[src/rtl/uart_tx_fifo.sv]
// uart_tx_fifo: byte FIFO feeding an 8N1 LSB-first UART transmitter
module uart_tx_fifo #(
    parameter int CLK_FREQ   = 100_000_000,
    parameter int BAUD       = 9600,
    parameter int FIFO_DEPTH = 16
) (
    input  logic                               CLK,
    input  logic                               Reset,
    input  logic [7:0]                         tx_data,
    input  logic                               tx_wr,
    output logic                               tx_full,
    output logic                               tx_empty,
    output logic [$clog2(FIFO_DEPTH+1)-1:0]    fifo_count,
    output logic                               tx_busy,
    output logic                               tx_overflow,
    output logic                               uartTx_pin
);
    localparam int CPB = CLK_FREQ / BAUD;
    localparam int CW  = $clog2(CPB + 1);
    localparam int AW  = $clog2(FIFO_DEPTH);
    localparam int NW  = $clog2(FIFO_DEPTH + 1);

    typedef enum logic [1:0] {IDLE, START, DATA, STOP} state_t;

    state_t          state, state_nx;
    logic [7:0]      mem [FIFO_DEPTH];
    logic [AW-1:0]   rd_ptr, wr_ptr;
    logic [CW-1:0]   baud_cnt;
    logic [2:0]      bit_idx;
    logic [7:0]      shift, shift_nx;
    logic            bit_done, push, pop, pin_nx;

    assign bit_done = baud_cnt == CW'(CPB - 1);
    assign tx_full  = fifo_count == NW'(FIFO_DEPTH);
    assign tx_empty = fifo_count == '0;
    assign tx_busy  = state != IDLE;
    assign push     = tx_wr && !tx_full;
    assign pop      = !tx_empty && (state == IDLE || (state == STOP && bit_done));

    // state register
    always_ff @(posedge CLK or negedge Reset)
        if (!Reset) state <= IDLE;
        else        state <= state_nx;

    // next state: STOP chains straight into START when another byte is waiting
    always_comb begin
        state_nx = state;
        case (state)
            IDLE:    if (pop) state_nx = START;
            START:   if (bit_done) state_nx = DATA;
            DATA:    if (bit_done && bit_idx == 3'd7) state_nx = STOP;
            STOP:    if (bit_done) state_nx = pop ? START : IDLE;
            default: state_nx = IDLE;
        endcase
    end

    // next shift contents and the line level to register for the coming state
    always_comb begin
        shift_nx = pop ? mem[rd_ptr] : (state == DATA && bit_done) ? shift >> 1 : shift;
        pin_nx   = state_nx == START ? 1'b0 : state_nx == DATA ? shift_nx[0] : 1'b1;
    end

    // pointers, occupancy, baud/bit counters and the registered serial output
    always_ff @(posedge CLK or negedge Reset)
        if (!Reset) begin
            rd_ptr      <= '0;
            wr_ptr      <= '0;
            fifo_count  <= '0;
            tx_overflow <= 1'b0;
            baud_cnt    <= '0;
            bit_idx     <= '0;
            shift       <= '0;
            uartTx_pin  <= 1'b1;
        end else begin
            if (push) wr_ptr <= wr_ptr + 1'b1;
            if (pop) rd_ptr <= rd_ptr + 1'b1;
            fifo_count <= fifo_count + NW'(push) - NW'(pop);
            if (tx_wr && tx_full) tx_overflow <= 1'b1;
            baud_cnt   <= (state_nx != state || bit_done || state == IDLE) ? '0 : baud_cnt + 1'b1;
            bit_idx    <= pop ? 3'd0 : (state == DATA && bit_done) ? bit_idx + 1'b1 : bit_idx;
            shift      <= shift_nx;
            uartTx_pin <= pin_nx;
        end

    // byte storage, no reset needed since occupancy gates every read
    always_ff @(posedge CLK)
        if (push) mem[wr_ptr] <= tx_data;
endmodule

[config.mk]
export PLATFORM = sky130hd
export DESIGN_NAME = uart_tx_fifo
export DESIGN_NICKNAME = d
export VERILOG_FILES = /design/src/rtl/uart_tx_fifo.sv
export SDC_FILE = /design/constraint.sdc
export NUM_CORES = 1
export LEC_CHECK = 0
export CORE_ASPECT_RATIO = 0.7
export CORE_MARGIN = 1
export CORE_UTILIZATION = 55
export CTS_BUF_LIST = sky130_fd_sc_hd__clkbuf_8
export CTS_CLUSTER_DIAMETER = 40
export DETAILED_ROUTE_END_ITERATION = 6
export DONT_BUFFER_PORTS = 1
export MAX_ROUTING_LAYER = met4
export PLACE_DENSITY = 0.74
export SLEW_MARGIN = 20
export SYNTH_ARGS = -nofsm -noshare
export SYNTH_HDL_FRONTEND = slang
export SYNTH_SLANG_ARGS = --single-unit
[constraint.sdc]
create_clock -name CLK -period 7.95 [get_ports CLK]
set_input_delay 0.3975 -clock CLK [delete_from_list [all_inputs] [get_ports CLK]]
set_output_delay 0.3975 -clock CLK [all_outputs]
set_load 0.05 [all_outputs]
# [Yosys cells after proc, flatten, opt, wreduce, memory -nomap -nowiden]
# Memories as Yosys holds them, arrays and structs flattened.
# Index checks and enable logic that the tools add are counted.
# Widths: inputs -> output; s select.
[word_totals] inputBits=11 ram_bits=128 reg_bits=42 n_memories=1 out_inout_bits=10
[classes] n_eq_ne=9 mux=15 add_sub_neg=6 n_reduce_logical=15
[memory_table] name="mem" depth=16 width=8 rd=1 rd_ports_with_merged_regs=0 wr=1 line="26" rtl="logic [7:0] mem [FIFO_DEPTH];"
[op_table] operator="$mux 8" count=2
[op_table] operator="$add 14x1->14 const B" count=1
[op_table] operator="$eq 14x14->1 const B" count=1
[op_table] operator="$mux 14" count=1
[op_table] operator="$add 4x1->4 const B" count=2
[op_table] operator="$mux 2" count=4
[op_table] operator="$pmux 2 s4" count=1
[op_table] operator="$eq 2x2->1 const B" count=3
[op_table] operator="$logic_and 1x1->1" count=6
[op_table] operator="$mux 3" count=2
[op_table] operator="$add 5x1->5" count=1
[op_table] operator="$eq 5x5->1 const B" count=1
[op_table] operator="$logic_not 5->1" count=1
[op_table] operator="$mux 1" count=5
[op_table] operator="$sub 5x1->5" count=1
[op_table] operator="$eq 2x1->1 const B" count=2
[op_table] operator="$reduce_bool 2->1" count=2
[op_table] operator="$add 3x1->3 const B" count=1
[op_table] operator="$eq 3x3->1 const B" count=1
[op_table] operator="$logic_or 1x1->1" count=3
[op_table] operator="$logic_not 1->1" count=2
[op_table] operator="$logic_not 2->1" count=1
[op_table] operator="$ne 2x2->1" count=1

# [Logic depth before layout (Yosys ltp)]
# Gate-level depths: netlist (run 1).
[depth] word_depth=11 mapped_depth=16 ltp_nobuf=15

# [Worst setup path after synthesis (run 1)]
# No wires, ideal clock.
[synth_timing] kind="register to register" from="reg fifo_count[3]" to="reg fifo_count[4]" required_time_ps=7827 arrival_ps=3294 setup_time_ps=123 setup_slack_ps=4533 stages_incl_launch_ff=17 path_cell_list="dfrtp_1 inv_1 ha_1 or4b_4 clkinv_1 nor2_2 a21oi_2 buf_6 inv_6 ha_1 inv_1 ha_1 fa_1 a21oi_1 nor2_1 nor2_1 xnor2_1"
[synth_rtl] element="start, declared" line="13" rtl="output logic [$clog2(FIFO_DEPTH+1)-1:0] fifo_count,"
[synth_rtl] element="start signal, assigned" line="77" rtl="fifo_count <= fifo_count + NW'(push) - NW'(pop);"
[synth_rtl] element="$logic_not 5->1" line="35" rtl="assign tx_empty = fifo_count == '0;"
[synth_rtl] element="via tx_empty" line="12" rtl="output logic tx_empty,"
[synth_rtl] element="$logic_not 1->1" line="38" rtl="assign pop = !tx_empty && (state == IDLE || (state == STOP && bit_done));"
[synth_rtl] element="$logic_and 1x1->1" line="38"
[synth_rtl] element="$sub 5x1->5" line="77"
# The timed path passes the listed nets, and every way through them passes these cells.
# A chain may end at the register's enable or synchronous reset.

# [Final worst setup path (run 1)]
# Ends and elaborated chain as after synthesis.

==> results of run 1 <==
metal layers:
layer / part of all wire / global-route usage
met5: 0 / -
met4: 0.010 / 0.0709
met3: 0.058 / 0.0539
met2: 0.47 / 0.331
met1: 0.46 / 0.327
worst paths after layout:
check | from | to | cells after the start
min in group asynchronous | Reset | baud_cnt[1] | 2
worst max-delay path | fifo_count[3] | fifo_count[4] | 15
max in group asynchronous | Reset | uartTx_pin | 2
worst min register to register | baud_cnt[0] | baud_cnt[0] | 1
worst max register to register | fifo_count[3] | fifo_count[4] | 15
worst min-delay path | tx_data[5] | mem[7][5] | 0
cell families (layout without fill, tap and decap cells):
kind of cell	after synthesis	count (layout)	share of synthesized area
AO/OA/AOI/OAI	39	39	0.0408
XOR/XNOR	19	19	0.0231
adder cells (fa/ha/maj)	15	15	0.0271
buffers and inverters	42	66	0.0252
flip-flops	170	170	0.679
multiplexers	52	52	0.127
AND/OR/NAND/NOR	100	100	0.0774
state kept, by name (all words and copies together) (netlist names):
signal and flops:
baud_cnt 14, bit_idx 3, fifo_count 5, mem 128, rd_ptr 4, shift 8, state 2, tx_overflow 1
uartTx_pin 1, wr_ptr 4
cells in the final DEF, fill, tap and decap left out, types with 11 or more instances in the layout:
| master | n |
|---|---|
| mux2i_1 | 19 |
| inv_1 | 16 |
| mux4_2 | 31 |
| ha_1 | 14 |
| a22o_1 | 14 |
| dfrtp_1 | 40 |
| nand2_1 | 13 |
| xor2_1 | 11 |
| nor2_1 | 29 |
| edfxtp_1 | 128 |
| clkbuf_8 | 17 |
critical path: stages, from the launching register on:
cell	delay [ns]
dfrtp_1	0.59
inv_1	0.16
ha_1	0.17
or4b_4	0.49
clkinv_1	0.33
nor2_2	0.09
a21oi_2	0.60
inv_6	0.08
ha_1	0.30
inv_1	0.04
ha_1	0.20
fa_1	0.41
a21oi_1	0.15
nor2_1	0.05
nor2_1	0.11
xnor2_1	0.12
where the power goes:
group / switching (W) / internal, W
combinational: 0.000149 / 0.000102
clock: 0.000323 / 0.000286
sequential: 0.000112 / 0.00105
total: 0.000584 / 0.00144
per-stage QoR:
stage | setup slack [ns] | cells | hold slack [ns] | total power [W]
3_5_place_dp | 3.98 | 582 | 0.102 | 0.00142
3_3_place_gp | 4.07 | 582 | 0.103 | 0.00141
4_1_cts | 3.95 | 616 | 0.0102 | 0.00203
5_1_grt | 3.70 | 623 | 0.0000439 | 0.00211
2_1_floorplan | 4.53 | 437 | 0.102 | 0.00134
6_report | 3.97 | 623 | 0.0386 | 0.00202
final cells by class:
class	count	area [µm²]
multi-input cells	225	2160
clock buffers	17	234
inverters	18	72.6
clock inverters	15	166
repair buffers	16	153
flip-flops and latches	170	4900
fillers	872	4710
well taps	162	203
==> impl_metrics.ini, run 1 <==
[floorplan]
fp.dieArea_mm2 = 0.0136
core_area_mm2 = 0.0126
die_width_um = 139
die_h_um = 97.8
io_pins = 21
start_util = 0.572
rows = 34

[sta]
setup-violations-final = 0
fmax_mhz = 251
fin_crit_sh = 0.501
tns_ns = 0
hold_violations = 0
tightest_slew_ns = 1.10
fin_crit_ns = 3.98
rsz0062_at_grt = false
final_max_slew_viol_count = 0
fin_skew_ns = 0.0133
max_slew_margin = 0.258

[finish]
drive_gt1_frac = 0.184
insertedDiodeCount = 0
syn_to_final_growth_pct = 9.38
final_area_mm2 = 0.00788
nets = 474
fin_util = 0.626

[status]
status = complete, no violations

[yosys]
yosys.area.top_type_share = 0.533
synth_area_leaders = edfxtp_1 53%, dfrtp_1 14%, mux4_2 9.7%
ys_async_sr_fraction = 0.247
synth_area_per_cell_um2 = 16.5
synth_common_cells = 128 x edfxtp_1, 41 x dfrtp_1, 31 x mux4_2, 29 x nor2_1, 19 x mux2i_1
synth-edff-count = 128
yosysMostFrequentCell = edfxtp_1
synth_cells = 437
syn-num-nets = 463
yosysSeqAreaShare = 0.679
synth_top_area_cell = edfxtp_1
ys_ff_latch = 170
yosys_warnings = 0
ys_types = 54
syn_area_mm2 = 0.00721
synth_ff_type = edfxtp_1

[placement]
placed_area_mm2 = 0.00737
gp_congestion = 0.777
io_buffers = 0
dp_hpwl_um = 8900

[clock_network]
cts_resized = 0
numCtsBuffers = 17
clock_latency_ns = 0.45
htree_levels = 4
cts_tree = done
cts_hold_buf = 2
cts_buffer_depth = 2
root_buffer = clkbuf_8
clk_pin_slew_ns = 0.10
cts_sinks = 170
post_cts_buffers = 0

[grt]
grt_pass1_wl_um = 21500
first_global_vias = 3741
antenna_found_initial = 0
grt_max_degree = 43
grt-ovfl-total = 0
grt_usage = 0.229

[routing]
routed_wl_um = 13900
vias = 3806
vias_per_cell = 6.11
wl_per_cell_um = 22.4
dr.pass1.iters = 4
drc_errors = 0
antenna_left = 0
first_iter_violations = 412

[power]
leakagePower_nw = 2.88
peakVddDrop_v = 0.000133
power_per_cell_area_mw_per_mm2 = 257

[worst_hold_path]
hp-class = in -> reg

[critical_path]
setup.worst_path.end_class = flop
worstPathArrival_ns = 4.36
worst_setup_path_start_kind = flop
rrSetupSlack_ns = 3.97
cp_max_fo = 9
crit_required_ns = 8.33
crit_type = reg -> reg

[run]
drv_cap = 0
Power figures use the tool's default switching activity.
==> run 2, diff against run 1 <==
==> constraint.sdc (replaced) <==
create_clock -name CLK -period 4.1 [get_ports CLK]
set_input_delay 0.205 -clock CLK [delete_from_list [all_inputs] [get_ports CLK]]
set_output_delay 0.205 -clock CLK [all_outputs]
set_load 0.05 [all_outputs]
==> run 2 against run 1 <==
  * Sequential cell count unchanged
  * Via count up 2.9%
  * Final area rose by 0.54%
  * Worst hold slack improved by 0.089 ns
  * Sequential share of layout area decreased by 0.33 points
  * Highest routed layer unchanged
==> impl_metrics.ini, run 2 (synthesis results as in run 1) <==
[routing]
antenna_left = 0
drc_errors = 0
wl_per_cell_um = 22.4
first_iter_violations = 287
dr.pass1.iters = 4
routed_wl_um = 14200
vias_per_cell = 6.19
vias = 3918

[finish]
syn_to_final_growth_pct = 9.97
drive_gt1_frac = 0.193
most-common-layout-cells = 128 x edfxtp_1, 40 x dfrtp_1, 31 x mux4_2
top_register = mem
reg.largest.list = mem: 128 flops, baud_cnt: 14 flops, shift: 8 flops
final_common_cell = edfxtp_1
largest_register_ffs = 128
nets = 484
stdcell_count = 633
insertedDiodeCount = 0

[floorplan]
die_h_um = 97.8
rows = 34
core_area_mm2 = 0.0126
io_pins = 21
fp.dieArea_mm2 = 0.0136
start_util = 0.572
die_width_um = 139

[critical_path]
crit_chain = inv_1 -> ha_1 -> and4bb_2 -> nor2b_1 -> inv_1 -> ha_1 -> inv_1 -> ha_1 -> fa_1 -> a21oi_1 -> nor2_1 -> nor2_1 -> xnor2_1
crit_type = reg -> reg
rrSetupSlack_ns = 0.48
worst_setup_path_start_kind = flop
crit_required_ns = 4.49
ff2ff_path_depth = 13
critPathCapture = fifo_count[4]
r2r_end = fifo_count[4]
setup.worst_path.end_class = flop
cp_max_fo = 8
crit-reg2reg-launch = fifo_count[2]
cpPeakStageDelay_ns = 0.67
worstPathArrival_ns = 4.01
cp_slowest_cell = dfrtp_1
crit_start = fifo_count[2]

[sta]
fin_crit_sh = 0.884
tns_ns = 0
max_slew_margin = 0.287
fin_skew_ns = 0.0157
fin_crit_ns = 3.62
setup-violations-final = 0
hold_violations = 0
fmax_mhz = 276
final_max_slew_viol_count = 0
rsz0062_at_grt = false
tightest_slew_ns = 1.07

[clock_network]
clk_pin_slew_ns = 0.09
htree_levels = 4
cts_sinks = 170
cts_resized = 0
root_buffer = clkbuf_8
cts_tree = done
cts_buffer_depth = 2
post_cts_buffers = 0
clock_latency_ns = 0.46
numCtsBuffers = 17

[worst_hold_path]
hp-class = in -> reg

[placement]
gp_congestion = 0.794
dp_cells = 590
io_buffers = 0
dp_hpwl_um = 9220

[grt]
first_global_vias = 3888
antenna_found_initial = 0
grt_pass1_wl_um = 22200
grt-ovfl-total = 0
grt_max_degree = 43
grt_usage = 0.235

[power]
leakagePower_nw = 2.92
peakVddDrop_v = 0.000262
power_per_cell_area_mw_per_mm2 = 492

[status]
status = complete, no violations

[run]
drv_cap = 0
[run 2: changes by cell type in the layout (fill, tap and decap cells not counted), sizes merged]
cell / delta
inv: +2
bufinv: -1
dlygate4sd3: +2
buf: +8
clkinvlp: -1
[run 2: per-layer routing]
metal,part of all wire,wire (µm),global-route usage,vias to the layer above
li1,-,-,-,1726
met1,0.48,6780,0.349,2058
met2,0.45,6340,0.317,113
met3,0.060,854,0.0584,21
met4,0.015,214,0.0821,0
met5,0,0,-,-
[run 2: final cells by class]
| cell class | count | area, µm² |
|---|---|---|
| sequential | 170 | 4900 |
| inverter | 18 | 72.6 |
| timing repair buffer | 26 | 233 |
| multi-input combinational | 225 | 2150 |
| tap | 162 | 203 |
| clock buffer | 17 | 234 |
| fill | 899 | 4670 |
| clock inverter | 15 | 138 |
[run 2: power breakdown]
group          leakage (nW)  switching [W]  internal, W
clock network         0.183       0.000641     0.000491
logic                  1.06       0.000307     0.000206
registers              1.68       0.000216      0.00204
total                  2.92        0.00116      0.00274
[run 2: critical path, delay by kind of cell, from the launching register on]
| family | cells | cell delay (ns) |
|---|---|---|
| compound gates | 1 | 0.14 |
| xor+xnor | 1 | 0.13 |
| fa+ha+maj | 4 | 1.18 |
| buf+inv | 3 | 0.44 |
| flops | 1 | 0.67 |
| simple gates | 4 | 0.99 |
[run 2: how the worst min path moves through the flow]
stage,from,to,slack (ns),cells past startpoint
global route,tx_wr,wr_ptr[0],0.13,2
floorplan,Reset,baud_cnt[0],-0.09,0
CTS,tx_wr,wr_ptr[0],0.10,2
finish,tx_wr,wr_ptr[0],0.13,2
detailed placement,Reset,baud_cnt[2],-0.09,0
global placement,Reset,baud_cnt[4],-0.09,0
[run 2: timing repair]
item	in CTS	in global routing
setup endpoints to repair	0	0
hold buffers	11	0
endpoints found under the hold margin	171	0
[run 2: metrics by stage]
step                      hold slack (ns)  setup WS [ns]   util  total power [W]  cell area [µm²]
final                               0.128          0.476  0.629          0.00390             7920
after global routing                0.131          0.210  0.629          0.00405             7920
after CTS                           0.104          0.476  0.629          0.00391             7920
after detailed placement          -0.0901          0.513  0.590          0.00277             7430
after global placement            -0.0898          0.616  0.590          0.00275             7430
after floorplan                   -0.0906          0.683      -          0.00261             7210
